==> src/rtl/pe_pkg.sv <==
// Shared constants and result type for the PE output normalizer.
package pe_pkg;

   localparam int WIDTH    = 49;
   localparam int EXP_W    = 10;
   localparam int MAN_W    = 23;
   localparam int FRAC_POS = 46;
   localparam int EXPI_W   = EXP_W + 2;

   typedef struct packed {
      logic             sign;
      logic [EXP_W-1:0] exp;
      logic [MAN_W-1:0] man;
      logic             zero;
      logic             ovf;
      logic             udf;
   } norm_t;

endpackage

==> src/rtl/pe_lzc.sv <==
// Combinational leading-zero counter; lz saturates at WIDTH-1 for an all-zero input.
module pe_lzc #(
   parameter int WIDTH = 49
) (
   input  logic [WIDTH-1:0]         mag,
   output logic [$clog2(WIDTH)-1:0] lz,
   output logic                     all_zero
);

   localparam int LZ_W = $clog2(WIDTH);

   // Scan upward so the highest set bit is the last one to win.
   always_comb begin
      lz       = LZ_W'(WIDTH - 1);
      all_zero = 1'b1;
      for (int i = 0; i < WIDTH; i++) begin
         if (mag[i]) begin
            lz       = LZ_W'(WIDTH - 1 - i);
            all_zero = 1'b0;
         end
      end
   end

endmodule

==> src/rtl/pe_normalize.sv <==
// Post-accumulation normalizer: signed aligned sum -> sign / biased exponent / RNE fraction,
// three register stages with valid/ready flow control.
module pe_normalize #(
   parameter int WIDTH    = pe_pkg::WIDTH,
   parameter int EXP_W    = pe_pkg::EXP_W,
   parameter int MAN_W    = pe_pkg::MAN_W,
   parameter int FRAC_POS = pe_pkg::FRAC_POS
) (
   input  logic             clk,
   input  logic             rst,
   input  logic             in_valid,
   output logic             in_ready,
   input  logic [WIDTH-1:0] in_data,
   input  logic [EXP_W-1:0] in_exp,
   output logic             out_valid,
   input  logic             out_ready,
   output logic             out_sign,
   output logic [EXP_W-1:0] out_exp,
   output logic [MAN_W-1:0] out_man,
   output logic             out_zero,
   output logic             out_ovf,
   output logic             out_udf
);

   import pe_pkg::*;

   localparam int LZ_W = $clog2(WIDTH);
   localparam int GRD  = WIDTH - 2 - MAN_W;
   localparam logic signed [EXPI_W-1:0] EXP_OFS = EXPI_W'(WIDTH - 1 - FRAC_POS);
   localparam logic signed [EXPI_W-1:0] EXP_MAX = EXPI_W'((1 << EXP_W) - 1);
   localparam logic signed [EXPI_W-1:0] EXP_MIN = '0;

   logic vld_p0, vld_p1, vld_p2;
   logic ld_p0, ld_p1, ld_p2;

   logic             sign_p0, zero_p0;
   logic [WIDTH-1:0] mag_p0;
   logic [EXP_W-1:0] exp_p0;

   logic                     sign_p1, zero_p1;
   logic [WIDTH-1:0]         shf_p1;
   logic signed [EXPI_W-1:0] exp_p1;

   norm_t res_p2;

   logic signed [WIDTH-1:0]  din_c;
   logic [WIDTH-1:0]         mag_c, shf_c;
   logic [LZ_W-1:0]          lz_c;
   logic                     lz_zero;
   logic signed [EXPI_W-1:0] exp_c, exp_r_c;
   logic [MAN_W:0]           rnd_c;
   norm_t                    res_c;

   // Returns {carry, fraction}; a carry leaves the fraction at zero.
   function automatic logic [MAN_W:0] round_rne(input logic [WIDTH-1:0] shf);
      logic [MAN_W-1:0] f;
      logic             g, s;
      f = shf[WIDTH-2 -: MAN_W];
      g = shf[GRD];
      s = |shf[GRD-1:0];
      return {1'b0, f} + {{MAN_W{1'b0}}, g & (s | f[0])};
   endfunction

   function automatic norm_t saturate(input logic sign, input logic zero,
                                      input logic signed [EXPI_W-1:0] e,
                                      input logic [MAN_W-1:0] man);
      norm_t o;
      o = '0;
      if (zero) begin
         o.zero = 1'b1;
      end else if (e >= EXP_MAX) begin
         o.sign = sign;
         o.exp  = '1;
         o.ovf  = 1'b1;
      end else if (e <= EXP_MIN) begin
         o.sign = sign;
         o.udf  = 1'b1;
      end else begin
         o.sign = sign;
         o.exp  = e[EXP_W-1:0];
         o.man  = man;
      end
      return o;
   endfunction

   // A stage loads when empty or when its content moves on this cycle.
   assign ld_p2    = !vld_p2 | out_ready;
   assign ld_p1    = !vld_p1 | ld_p2;
   assign ld_p0    = !vld_p0 | ld_p1;
   assign in_ready = ld_p0;

   // ---- S1: sign / magnitude / zero ----
   assign din_c = in_data;
   assign mag_c = din_c[WIDTH-1] ? WIDTH'(-din_c) : WIDTH'(din_c);

   // ---- S2: leading-zero count and left-justify ----
   pe_lzc #(.WIDTH(WIDTH)) u_lzc (
      .mag      (mag_p0),
      .lz       (lz_c),
      .all_zero (lz_zero)
   );

   assign shf_c = lz_zero ? '0 : (mag_p0 << lz_c);
   assign exp_c = $signed({2'b00, exp_p0}) + EXP_OFS
                - $signed({{(EXPI_W-LZ_W){1'b0}}, lz_c});

   // ---- S3: round and saturate ----
   always_comb begin
      rnd_c   = round_rne(shf_p1);
      exp_r_c = exp_p1 + $signed({{(EXPI_W-1){1'b0}}, rnd_c[MAN_W]});
      res_c   = saturate(sign_p1, zero_p1, exp_r_c, rnd_c[MAN_W-1:0]);
   end

   always_ff @(posedge clk or posedge rst) begin
      if (rst) begin
         vld_p0 <= 1'b0;
         vld_p1 <= 1'b0;
         vld_p2 <= 1'b0;
         res_p2 <= '0;
      end else begin
         if (ld_p0) vld_p0 <= in_valid;
         if (ld_p1) vld_p1 <= vld_p0;
         if (ld_p2) vld_p2 <= vld_p1;
         if (ld_p2 && vld_p1) res_p2 <= res_c;
      end
   end

   always_ff @(posedge clk) begin
      if (ld_p0 && in_valid) begin
         sign_p0 <= in_data[WIDTH-1];
         mag_p0  <= mag_c;
         exp_p0  <= in_exp;
         zero_p0 <= (in_data == '0);
      end
      if (ld_p1 && vld_p0) begin
         sign_p1 <= sign_p0;
         shf_p1  <= shf_c;
         exp_p1  <= exp_c;
         zero_p1 <= zero_p0;
      end
   end

   assign out_valid = vld_p2;
   assign out_sign  = res_p2.sign;
   assign out_exp   = res_p2.exp;
   assign out_man   = res_p2.man;
   assign out_zero  = res_p2.zero;
   assign out_ovf   = res_p2.ovf;
   assign out_udf   = res_p2.udf;

endmodule

==> config.mk <==
export PLATFORM = sky130hd
export DESIGN_NAME = pe_normalize
export DESIGN_NICKNAME = d
export VERILOG_FILES = /design/src/rtl/pe_pkg.sv /design/src/rtl/pe_lzc.sv /design/src/rtl/pe_normalize.sv
export SDC_FILE = /design/constraint.sdc
export NUM_CORES = 1
export LEC_CHECK = 0
export BUFFER_PORTS_ARGS = -buffer_cell sky130_fd_sc_hd__buf_2
export CAP_MARGIN = 15
export CORE_MARGIN = 1.5
export CORE_UTILIZATION = 50
export CTS_CLUSTER_DIAMETER = 50
export CTS_CLUSTER_SIZE = 14
export DETAILED_ROUTE_END_ITERATION = 8
export GPL_TIMING_DRIVEN = 0
export PLACE_DENSITY = 0.77
export SYNTH_ARGS = -nofsm -noshare
export SYNTH_HDL_FRONTEND = slang
export SYNTH_HIERARCHICAL = 1
export SYNTH_SLANG_ARGS = --single-unit
==> constraint.sdc <==
create_clock -name clk -period 9 [get_ports clk]
set_input_delay 0.45 -clock clk [delete_from_list [all_inputs] [get_ports clk]]
set_output_delay 0.45 -clock clk [all_outputs]
set_load 0.05 [all_outputs]
* Yosys cells after proc, flatten, opt, wreduce, memory -nomap -nowiden
Index checks and enable logic that the tools add are counted.
** Word-level totals
- Bits in registers :: 163
- Input bits :: 63
- Logic and storage cells :: 146
** Cells by class
- $add $sub $neg :: 5
- Magnitude comparators :: 2
- Shift-type cells :: 1
- Multiplexer cells :: 107
- Bitwise gates (word level) :: 5
- Reduce and logical (&&, ||, !) cells :: 8
** Operator list (count)
- 6-bit two-way mux :: 32
- 5-bit two-way mux :: 16
- 1-bit two-way mux :: 53
- 49-bit zero test :: 1
- 49-bit negator :: 1
- 49-bit by 6-bit left shift with 48-bit output :: 1
- 48-bit two-way mux :: 1
- 34-bit two-way mux :: 1
- 33-bit two-way mux :: 1
- 23-bit by 1-bit adder with 24-bit output :: 1
- 24-bit OR reduction :: 1
- 23-bit two-way mux :: 1
- 12-bit by 2-bit adder with 12-bit output :: 1
- 12-bit by 11-bit >= comparator with 1-bit output (second input constant) :: 1
- 12-bit by 1-bit less-or-equal comparator with 1-bit output (second input constant) :: 1
- 11-bit by 6-bit subtractor with 12-bit output :: 1
- 10-bit by 2-bit adder with 11-bit output (second input constant) :: 1
- 10-bit two-way mux :: 1
- 1-bit bitwise OR :: 4
- 1-bit logical AND :: 3
- 1-bit zero test :: 3
- 2-bit two-way mux :: 1
- 1-bit bitwise AND :: 1

* Longest topological paths before layout
Gate-level depths: netlist of the first run.
- Word-level depth :: 49
- Gate-level depth with buffers :: 18

* By module
The synthesis of the first run kept the hierarchy.
** Modules (own cells, without submodules)
- pe_normalize :: times used 1, cells an instance 974, area an instance 10354.9 µm², sequential area each 4694.5 µm²
- pe_lzc :: times used 1, cells an instance 109, area an instance 660.6 µm², sequential area each 0.0 µm²

* Worst setup path before layout of the first run
OpenSTA, ideal clock, no wires.
- Path type :: flip-flop to flip-flop
- From :: register mag_p0[3]
- To :: register exp_p1[10], data pin
- Library setup time :: 0.269 ns
- Arrival time :: 4.463 ns
- Path slack :: 4.268 ns
- Cell stages (with the launch flop) :: 18
- Path buffers :: 4
- Cells stage by stage :: edfxtp_1 > or4_1 > nor4b_2 > nor3_1 > o21bai_1 > a21oi_1 > clkbuf_1 > inv_1 > clkbuf_1 > clkbuf_1 > clkbuf_1 > ha_1 > ha_1 > a21oi_1 > o21ai_0 > or4_1 > a2111oi_0 > nor3_1
** On the way
- Word-level cells in the longest chain between the ends :: 47
** RTL lines
- start, declared :: RTL line pe_normalize.sv:37 : logic [WIDTH-1:0] mag_p0;
- start signal, assigned :: RTL line pe_normalize.sv:131 : mag_p0 <= mag_c;
- 5-bit two-way mux (14 in series) :: RTL line pe_lzc.sv:17 : if (mag[i]) begin
- 6-bit two-way mux (32 in series) :: RTL line pe_lzc.sv:17
- via lz_c[3] :: RTL line pe_normalize.sv:48 : logic [LZ_W-1:0] lz_c;
- 11-bit by 6-bit subtractor with 12-bit output :: RTL line pe_normalize.sv:105 : - $signed({{(EXPI_W-LZ_W){1'b0}}, lz_c});
- via exp_c[10] :: RTL line pe_normalize.sv:50 : logic signed [EXPI_W-1:0] exp_c, exp_r_c;
- end signal, assigned :: RTL line pe_normalize.sv:138 : exp_p1 <= exp_c;
- end, declared :: RTL line pe_normalize.sv:42 : logic signed [EXPI_W-1:0] exp_p1;
The timed path passes the listed nets, and every way through them passes these cells.
A chain may end at the register's enable or synchronous reset.

* Final worst setup path of the first run
Same ends and word-level chain as after synthesis.

==> impl_metrics.ini, run 1 <==
[outcome]
status = completed

[setup_path]
cp-startpoint = mag_p0[3]
worstSetupEndpointType = flip-flop
path_common_cell = clkbuf_1
worstPathArrival_ns = 6.02
worstPathCellList = or4_1 > nor4b_2 > nor3_1 > o21bai_1 > a21oi_1 > clkbuf_1 > inv_1 > clkbuf_1 > clkbuf_1 > clkbuf_1 > ha_1 > ha_1 > a21oi_1 > o21ai_0 > or4_1 > a2111oi_0 > nor3_1
critPathKind = reg2reg
crit_path_max_incr_delay_ns = 0.61
rrSetupSlack_ns = 3.15
cp_slowest_cell = or4_1
reg2reg_from = mag_p0[3]
crit_fanout = 10
r2r_cells = 17
critPathRequiredTime_ns = 9.17
r2r-end = exp_p1[10]
cp-start-kind = flip-flop
worstSetupEndpoint = exp_p1[10]

[synth]
postSynthCellCount = 1083
ys_seq_elements = 163
ys_async_sr_fraction_pct = 24.5
synth.distinct_cells = 75
syn_avg_cell_area_um2 = 10.2
ys_warn_count = 6
synthesis.area_mm2 = 0.0110
synth_nets = 1167
ys.flop_type = edfxtp_1
synth_edf_count = 123
seq_area_frac_synth_pct = 42.6

[sta]
fin_crit_sh_pct = 65.0
finClkSkew_ns = 0.00853
fin_setup_tns_ns = 0
worst_hold_slack_ns = 0.161
rsz0062_at_grt = false
period_minus_slack_ns = 5.85
worst_pin_slew_ns = 0.958
final_hold_viol_count = 0
maxSlewViolCount = 0
relSlewSlack_pct = 34.5
setup_viol = 0
fmax_ghz = 0.171

[die]
rows = 54
ios = 102
design.core.area_mm2 = 0.0217
die_x_um = 151
die_area_mm2 = 0.0229
die_y_um = 151
initial_utilization_pct = 50.8

[placement]
port_buffers = 101
routabilityCongestion = 0.950
dpl.cell_count = 1466
hpwl_mm = 21.3

[clocking]
clock-sinks = 163
cts_tree = done
cts_buffers = 17
clkLatencyLatePin_ns = 0.43
ctsHoldBuffers = 0
cts.root.buffer_cell = clkbuf_16
clk_pin_slew_ns = 0.07
post-cts-setup-buffers = 0
post_cts_resized = 0
clockBufferDepth = 2
htreeDepth = 4

[routing]
firstDrtPassIters = 5
antenna_left = 0
vias = 8975
wl_mm = 27.6
wl_per_cell_um = 18.4
drt_first_iter_violations = 924
drc = 0
viasPerCell = 5.99

[cells_and_area]
finish.utilization_pct = 57.5
final_common_cell = nand2_1
diodes = 0
fillers = 1848
drive_above_1_share_pct = 19.5
area_delta_synth_final_pct = 13.3
layout.cells.most_common_list = nand2_1 (159), edfxtp_1 (123), buf_2 (111)
final_cells = 1498
layout.nets = 1289
multi_input_area_mm2 = 0.00595
regArea_mm2 = 0.00469

[global_routing]
grt_overflow = 0
grt_pass1_wl_mm = 44.4
grt_max_degree = 46
antenna_found_initial = 0
grt.total_usage_pct = 25.1
first_global_vias = 8627

[pwr]
pwr_density_cell_mw_per_mm2 = 192
power_w = 0.00239
p_leak_nw = 4.70
peakVddDrop_mv = 0.125

[run]
max_cap_violations = 0

[worst_hold_path]
min_path_type = in2async
-- power breakdown --
part           switching (W)  internal [W]  leakage (nW)
clock               0.000323      0.000378         0.287
combinational       0.000411      0.000260          2.69
sequential         0.0000830      0.000937          1.72
-- synth_stat cells (all sizes together), types with 10 or more instances --
| cell type | instances | area share [%] |
|---|---|---|
| xor2 | 12 | 0.95 |
| inv | 38 | 1.3 |
| nor3 | 25 | 1.2 |
| edfxtp | 123 | 34 |
| mux2i | 20 | 1.8 |
| o31ai | 19 | 1.5 |
| o21ai | 66 | 3.0 |
| o221ai | 10 | 0.80 |
| mux2 | 17 | 1.7 |
| or4 | 13 | 0.99 |
| dfrtp | 40 | 9.1 |
| nor2 | 101 | 3.5 |
| mux4 | 44 | 9.0 |
| buf | 21 | 0.83 |
| nand2b | 16 | 1.0 |
| nand2 | 159 | 5.4 |
| xnor2 | 73 | 5.8 |
| nor4 | 24 | 1.6 |
| clkbuf | 36 | 1.2 |
| nand3 | 28 | 1.3 |
| a21oi | 42 | 1.9 |
| ha | 20 | 2.3 |
-- how the worst min path moves through the flow --
stage            endpoint  slack, ns  depth (start not counted)
2_1_floorplan     sign_p1       0.40                          0
3_3_place_gp      zero_p1       0.40                          0
3_5_place_dp      zero_p1       0.41                          0
4_1_cts        out_exp[9]       0.18                          2
5_1_grt         exp_p0[8]       0.18                          1
6_report           vld_p0       0.16                          2
-- area by class of cell --
cell class	count	area share, %
Timing Repair Buffer	103	4.37
Clock inverter	14	0.932
Clock buffer	18	3.61
Sequential cell	163	37.6
Inverter	39	1.17
Tap cell	280	2.81
Buffer	57	1.81
Multi-Input combinational cell	824	47.7
-- cells by family (layout without fill, tap and decap cells) --
kind of cell | count (synthesis) | in the layout | synth area share, %
AO/OA/AOI/OAI | 212 | 212 | 13.2
AND/OR/NAND/NOR | 425 | 425 | 19.0
XOR/XNOR | 85 | 85 | 6.76
multiplexers | 81 | 81 | 12.6
buffers and inverters | 96 | 231 | 3.38
flip-flops | 163 | 163 | 42.6
adder cells (fa/ha/maj) | 21 | 21 | 2.45
-- layer usage --
metal / global-route usage (%) / wire (µm) / part of all wire [%] / vias up
met3: 3.46 / 1510 / 5.5 / 69
met5: 0 / 0 / 0 / -
met4: 11.3 / 918 / 3.3 / 0
met2: 42.1 / 13100 / 48 / 404
li1: - / - / - / 4298
met1: 32.3 / 12000 / 44 / 4204
-- stage by stage --
stage | area (µm²) | worst slack [ns]
after floorplan | 11000 | 4.27
after global placement | 11900 | 3.27
after detailed placement | 11900 | 3.23
after CTS | 12500 | 3.22
after global routing | 12500 | 2.76
final | 12500 | 3.15
-- worst max-delay path: cells and delay by family (launching register included) --
family	cells	cell delay (ns)
DFF	1	0.48
and+or+nand+nor	5	1.65
AOI/OAI and AO/OA	5	1.00
adders and majority gates	2	0.67
buffers and inverters	5	1.79
-- state kept, by name, indices dropped and copies added (netlist names) --
register,count
mag_p0,49
shf_p1,48
out_man,23
exp_p1,12
exp_p0,10
out_exp,10
out_ovf,1
out_sign,1
out_udf,1
out_valid,1
out_zero,1
sign_p0,1
sign_p1,1
vld_p0,1
vld_p1,1
zero_p0,1
zero_p1,1
No activity file was read; power rests on OpenSTA's default activity.
==> inputs of run 2 (changes only) <==
- PLACE_DENSITY: 0.77 -> 0.8
- clock period: 9 -> 5.2 ns (I/O delays scaled with it)
==> impl_metrics.ini, run 2 (same netlist as run 1, synthesis figures left out) <==
[die]
initial_utilization_pct = 50.8
ios = 102
design.core.area_mm2 = 0.0217
die_area_mm2 = 0.0229
die_x_um = 151
die_y_um = 151
rows = 54

[placement]
dpl.cell_count = 1467
routabilityCongestion = 0.976
port_buffers = 101
hpwl_mm = 21.3

[sta]
worst_pin_slew_ns = 0.958
fin_crit_sh_pct = 93.2
maxSlewViolCount = 0
relSlewSlack_pct = 34.5
setup_viol = 0
period_minus_slack_ns = 4.85
rsz0062_at_grt = false
fmax_ghz = 0.206
finClkSkew_ns = 0.0140
final_hold_viol_count = 0

[cells_and_area]
final_cells = 1510
diodes = 0
fillers = 1837
layout.cells.most_common_list = nand2_1 (159), edfxtp_1 (123), buf_2 (111)
area_delta_synth_final_pct = 14.8
final_common_cell = nand2_1
largest_reg_flops = 49
max_flop_register = mag_p0
drive_above_1_share_pct = 19.9
layout.nets = 1301

[pwr]
power_w = 0.00417
p_leak_nw = 4.77
pwr_density_cell_mw_per_mm2 = 330
peakVddDrop_mv = 0.198

[global_routing]
grt.total_usage_pct = 25.7
grt_pass1_wl_mm = 45.4
antenna_found_initial = 0
first_global_vias = 8758
grt_overflow = 0
grt_max_degree = 47

[setup_path]
critPathRequiredTime_ns = 5.37
critPathKind = reg2reg
worstSetupEndpointType = flip-flop
rrSetupSlack_ns = 0.35
r2r-end = exp_p1[10]
cp-startpoint = mag_p0[4]
crit_fanout = 20
cp-start-kind = flip-flop
worstSetupEndpoint = exp_p1[10]
r2r_cells = 15
reg2reg_from = mag_p0[4]
worstPathArrival_ns = 5.02

[routing]
antenna_left = 0
wl_per_cell_um = 18.3
highest_layer = met4
wl_met3_mm = 1.53
drt_first_iter_violations = 841
vias = 8993
firstDrtPassIters = 5
wl_met2_mm = 13.4
wl_met1_mm = 11.9
viasPerCell = 5.96
drc = 0
wl_mm = 27.7

[clocking]
clk_pin_slew_ns = 0.07
cts_tree = done
clkLatencyLatePin_ns = 0.44
clockBufferDepth = 2
cts.root.buffer_cell = clkbuf_16
htreeDepth = 4
clock-sinks = 163
cts_buffers = 17

[outcome]
status = completed

[worst_hold_path]
min_path_type = in2async

[run]
max_cap_violations = 0
[run 2: layout make-up]
| type | count | area (µm²) | share of cell area [%] |
|---|---|---|---|
| well taps | 280 | 350 | 2.77 |
| flip-flops and latches | 163 | 4690 | 37.1 |
| inverters | 39 | 150 | 1.19 |
| plain buffers | 54 | 220 | 1.74 |
| clock inverters | 13 | 106 | 0.841 |
| multi-input cells | 824 | 5950 | 47.1 |
| repair buffers | 118 | 703 | 5.56 |
| clock buffers | 19 | 464 | 3.67 |
[run 2: repair_timing]
action,CTS,global route
resized for setup,3,6
setup endpoints to repair,5,1
endpoints found under the hold margin,10,0
setup buffers,0,4
hold buffers,10,0
[run 2: worst min path at each step]
stage | startpoint | endpoint | cells after the start
3_3_place_gp | zero_p0 | zero_p1 | 0
3_5_place_dp | zero_p0 | zero_p1 | 0
4_1_cts | rst | out_exp[6] | 2
5_1_grt | in_valid | vld_p0 | 2
2_1_floorplan | in_exp[0] | exp_p0[0] | 0
6_report | rst | vld_p0 | 2
[run 2: power by group]
group          internal [W]  switching [W]  total, W
clock              0.000667       0.000564   0.00123
combinational      0.000460       0.000717   0.00118
sequential          0.00162       0.000142   0.00176
[run 2: through the flow]
| stage | instance area (µm²) | hold slack, ns | TNS [ns] | setup WS, ns | utilization, % |
|---|---|---|---|---|---|
| 6_report | 12600 | 0.0114 | 0 | 0.353 | 58.3 |
| 5_1_grt | 12600 | 0.0472 | 0 | 0.0614 | 58.3 |
| 4_1_cts | 12600 | 0.0222 | 0 | 0.0372 | 58.1 |
| 3_5_place_dp | 11900 | 0.405 | -1.14 | -0.548 | 55.1 |
| 3_3_place_gp | 11900 | 0.406 | -1.13 | -0.511 | 54.7 |
| 2_1_floorplan | 11000 | 0.359 | 0 | 0.468 | - |
[run 2: layer usage]
layer  track usage (%)  vias to the layer above
li1                  -                     4319
met1              32.9                     4237
met2              43.1                      366
met3              4.13                       71
met4              10.6                        0
met5                 0                        -
[run 2: worst max-delay path, stage by stage (launching register included)]
cell and delay, ns:
edfxtp_1 0.49, or4_1 0.59, nor4b_2 0.36, nor3_1 0.11, o21bai_1 0.15, a21oi_1 0.09
clkbuf_2 0.23, inv_2 0.35, clkbuf_4 0.31, ha_1 0.25, ha_1 0.33, a21oi_1 0.22
o21ai_0 0.16, or4_1 0.46, a2111oi_1 0.38, nor3_1 0.10
==> inputs of run 3 (changes only) <==
- PLACE_DENSITY: 0.8 -> 0.72
==> impl_metrics.ini, run 3 (same netlist as run 1, synthesis figures left out) <==
[setup_path]
critPathKind = reg2reg
worstSetupEndpointType = flip-flop
critPathRequiredTime_ns = 5.37
worstPathArrival_ns = 5.19
cp-start-kind = flip-flop
crit_path_max_incr_delay_ns = 0.59
worstPathCellList = or4_1 > nor4b_2 > nor3_1 > o21bai_1 > a21oi_1 > clkbuf_2 > inv_1 > clkbuf_4 > ha_1 > ha_1 > a21oi_1 > o21ai_0 > or4_1 > a2111oi_0 > nor3_1
cp_slowest_cell = or4_1
crit_fanout = 19
crit_family = simple AND/OR/NAND/NOR gates
cp_num_buf_inv = 3

[routing]
viasPerCell = 5.93
wl_mm = 27.5
antenna_left = 0
vias = 8959
drc = 0
drt_first_iter_violations = 798
firstDrtPassIters = 6
wl_per_cell_um = 18.2

[sta]
finClkSkew_ns = 0.0128
setup_viol = 0
worst_hold_slack_ns = 0.0192
fmax_ghz = 0.199
worst_pin_slew_ns = 1.01
final_hold_viol_count = 0
maxSlewViolCount = 0
fin_crit_sh_pct = 96.5
relSlewSlack_pct = 31.0
period_minus_slack_ns = 5.02
rsz0062_at_grt = false

[die]
ios = 102
die_y_um = 151
die_x_um = 151
die_area_mm2 = 0.0229
design.core.area_mm2 = 0.0217
initial_utilization_pct = 50.8
rows = 54

[pwr]
p_clk_share_pct = 29.5
p_switching_w = 0.00141
power_frac_comb_pct = 28.2
peakVddDrop_mv = 0.168
p_leak_nw = 4.77
p_seq_share_pct = 42.4
pwr_density_cell_mw_per_mm2 = 329
switching_share_pct = 34.0
p_int_w = 0.00274

[cells_and_area]
design_area_mm2 = 0.0126
finish.utilization_pct = 58.2
drive_above_1_share_pct = 20.0
final_common_cell = nand2_1
layout.nets = 1301
fillers = 1873
area_delta_synth_final_pct = 14.6
max_flop_register = mag_p0
largest_reg_flops = 49
layout.cells.most_common_list = nand2_1 (159), edfxtp_1 (123), buf_2 (111)
diodes = 0

[placement]
routabilityCongestion = 0.966
placed_area_mm2 = 0.0119
hpwl_mm = 21.4
port_buffers = 101

[clocking]
cts.root.buffer_cell = clkbuf_16
clkLatencyLatePin_ns = 0.44
clk_pin_slew_ns = 0.07
htreeDepth = 4
cts_buffers = 17
cts_tree = done
clock-sinks = 163
clockBufferDepth = 2

[global_routing]
first_global_vias = 8480
grt_max_degree = 46
grt.total_usage_pct = 25.0
grt_pass1_wl_mm = 43.9
grt_overflow = 0
antenna_found_initial = 0

[run]
max_cap_violations = 0

[worst_hold_path]
min_path_type = in2reg

[outcome]
status = completed
-- run 3: final cells by class --
| cell class | count | area, µm² | area share [%] |
|---|---|---|---|
| buffer | 54 | 221 | 1.75 |
| clock buffer | 19 | 464 | 3.68 |
| clock inverter | 13 | 110 | 0.872 |
| inverter | 39 | 150 | 1.19 |
| multi-input combinational | 824 | 5950 | 47.1 |
| sequential | 163 | 4690 | 37.2 |
| tap | 280 | 350 | 2.78 |
| timing repair buffer | 118 | 683 | 5.41 |
-- run 3: metal layers --
metal  part of all wire, %  wire length [µm]  global-route usage, %
met4                   3.7              1030                   11.8
met2                    47             13100                   41.4
met1                    43             11900                   32.6
met5                     0                 0                      0
met3                   5.5              1520                   3.22
-- run 3: repair_timing --
item | CTS | global route
buffers inserted | 0 | 5
gates resized for setup | 3 | 3
hold buffers | 9 | 1
endpoints found under the setup margin | 5 | 1
endpoints found under the hold margin | 44 | 1
-- run 3: per-stage QoR --
stage	total power [W]	setup WS, ns	TNS [ns]	std cells
6_report	0.00416	0.180	0	1510
5_1_grt	0.00435	0.0229	0	1510
4_1_cts	0.00416	0.140	0	1505
3_5_place_dp	0.00294	-0.631	-1.80	1466
3_3_place_gp	0.00291	-0.558	-1.36	1464
2_1_floorplan	0.00260	0.468	0	1083
-- run 3: path summary, 6_finish.rpt --
| path | slack (ns) | cells after the start | to | start |
|---|---|---|---|---|
| setup reg to reg | 0.18 | 15 | exp_p1[10] | mag_p0[4] |
| hold reg to reg | 0.42 | 0 | zero_p1 | zero_p0 |
| max in group asynchronous | 4.19 | 3 | out_man[12] | rst |
| hold / removal | 0.02 | 1 | exp_p0[4] | in_exp[4] |
| min in group asynchronous | 0.51 | 3 | out_exp[9] | rst |
| setup / recovery | 0.18 | 15 | exp_p1[10] | mag_p0[4] |
-- run 3: power groups by stage --
stage               clock (W)  combinational, W  sequential (W)
detailed placement          0           0.00115         0.00179
floorplan                   0          0.000696         0.00190
CTS                   0.00124           0.00116         0.00176
global route          0.00130           0.00127         0.00179
global placement            0           0.00113         0.00178
finish                0.00123           0.00117         0.00176
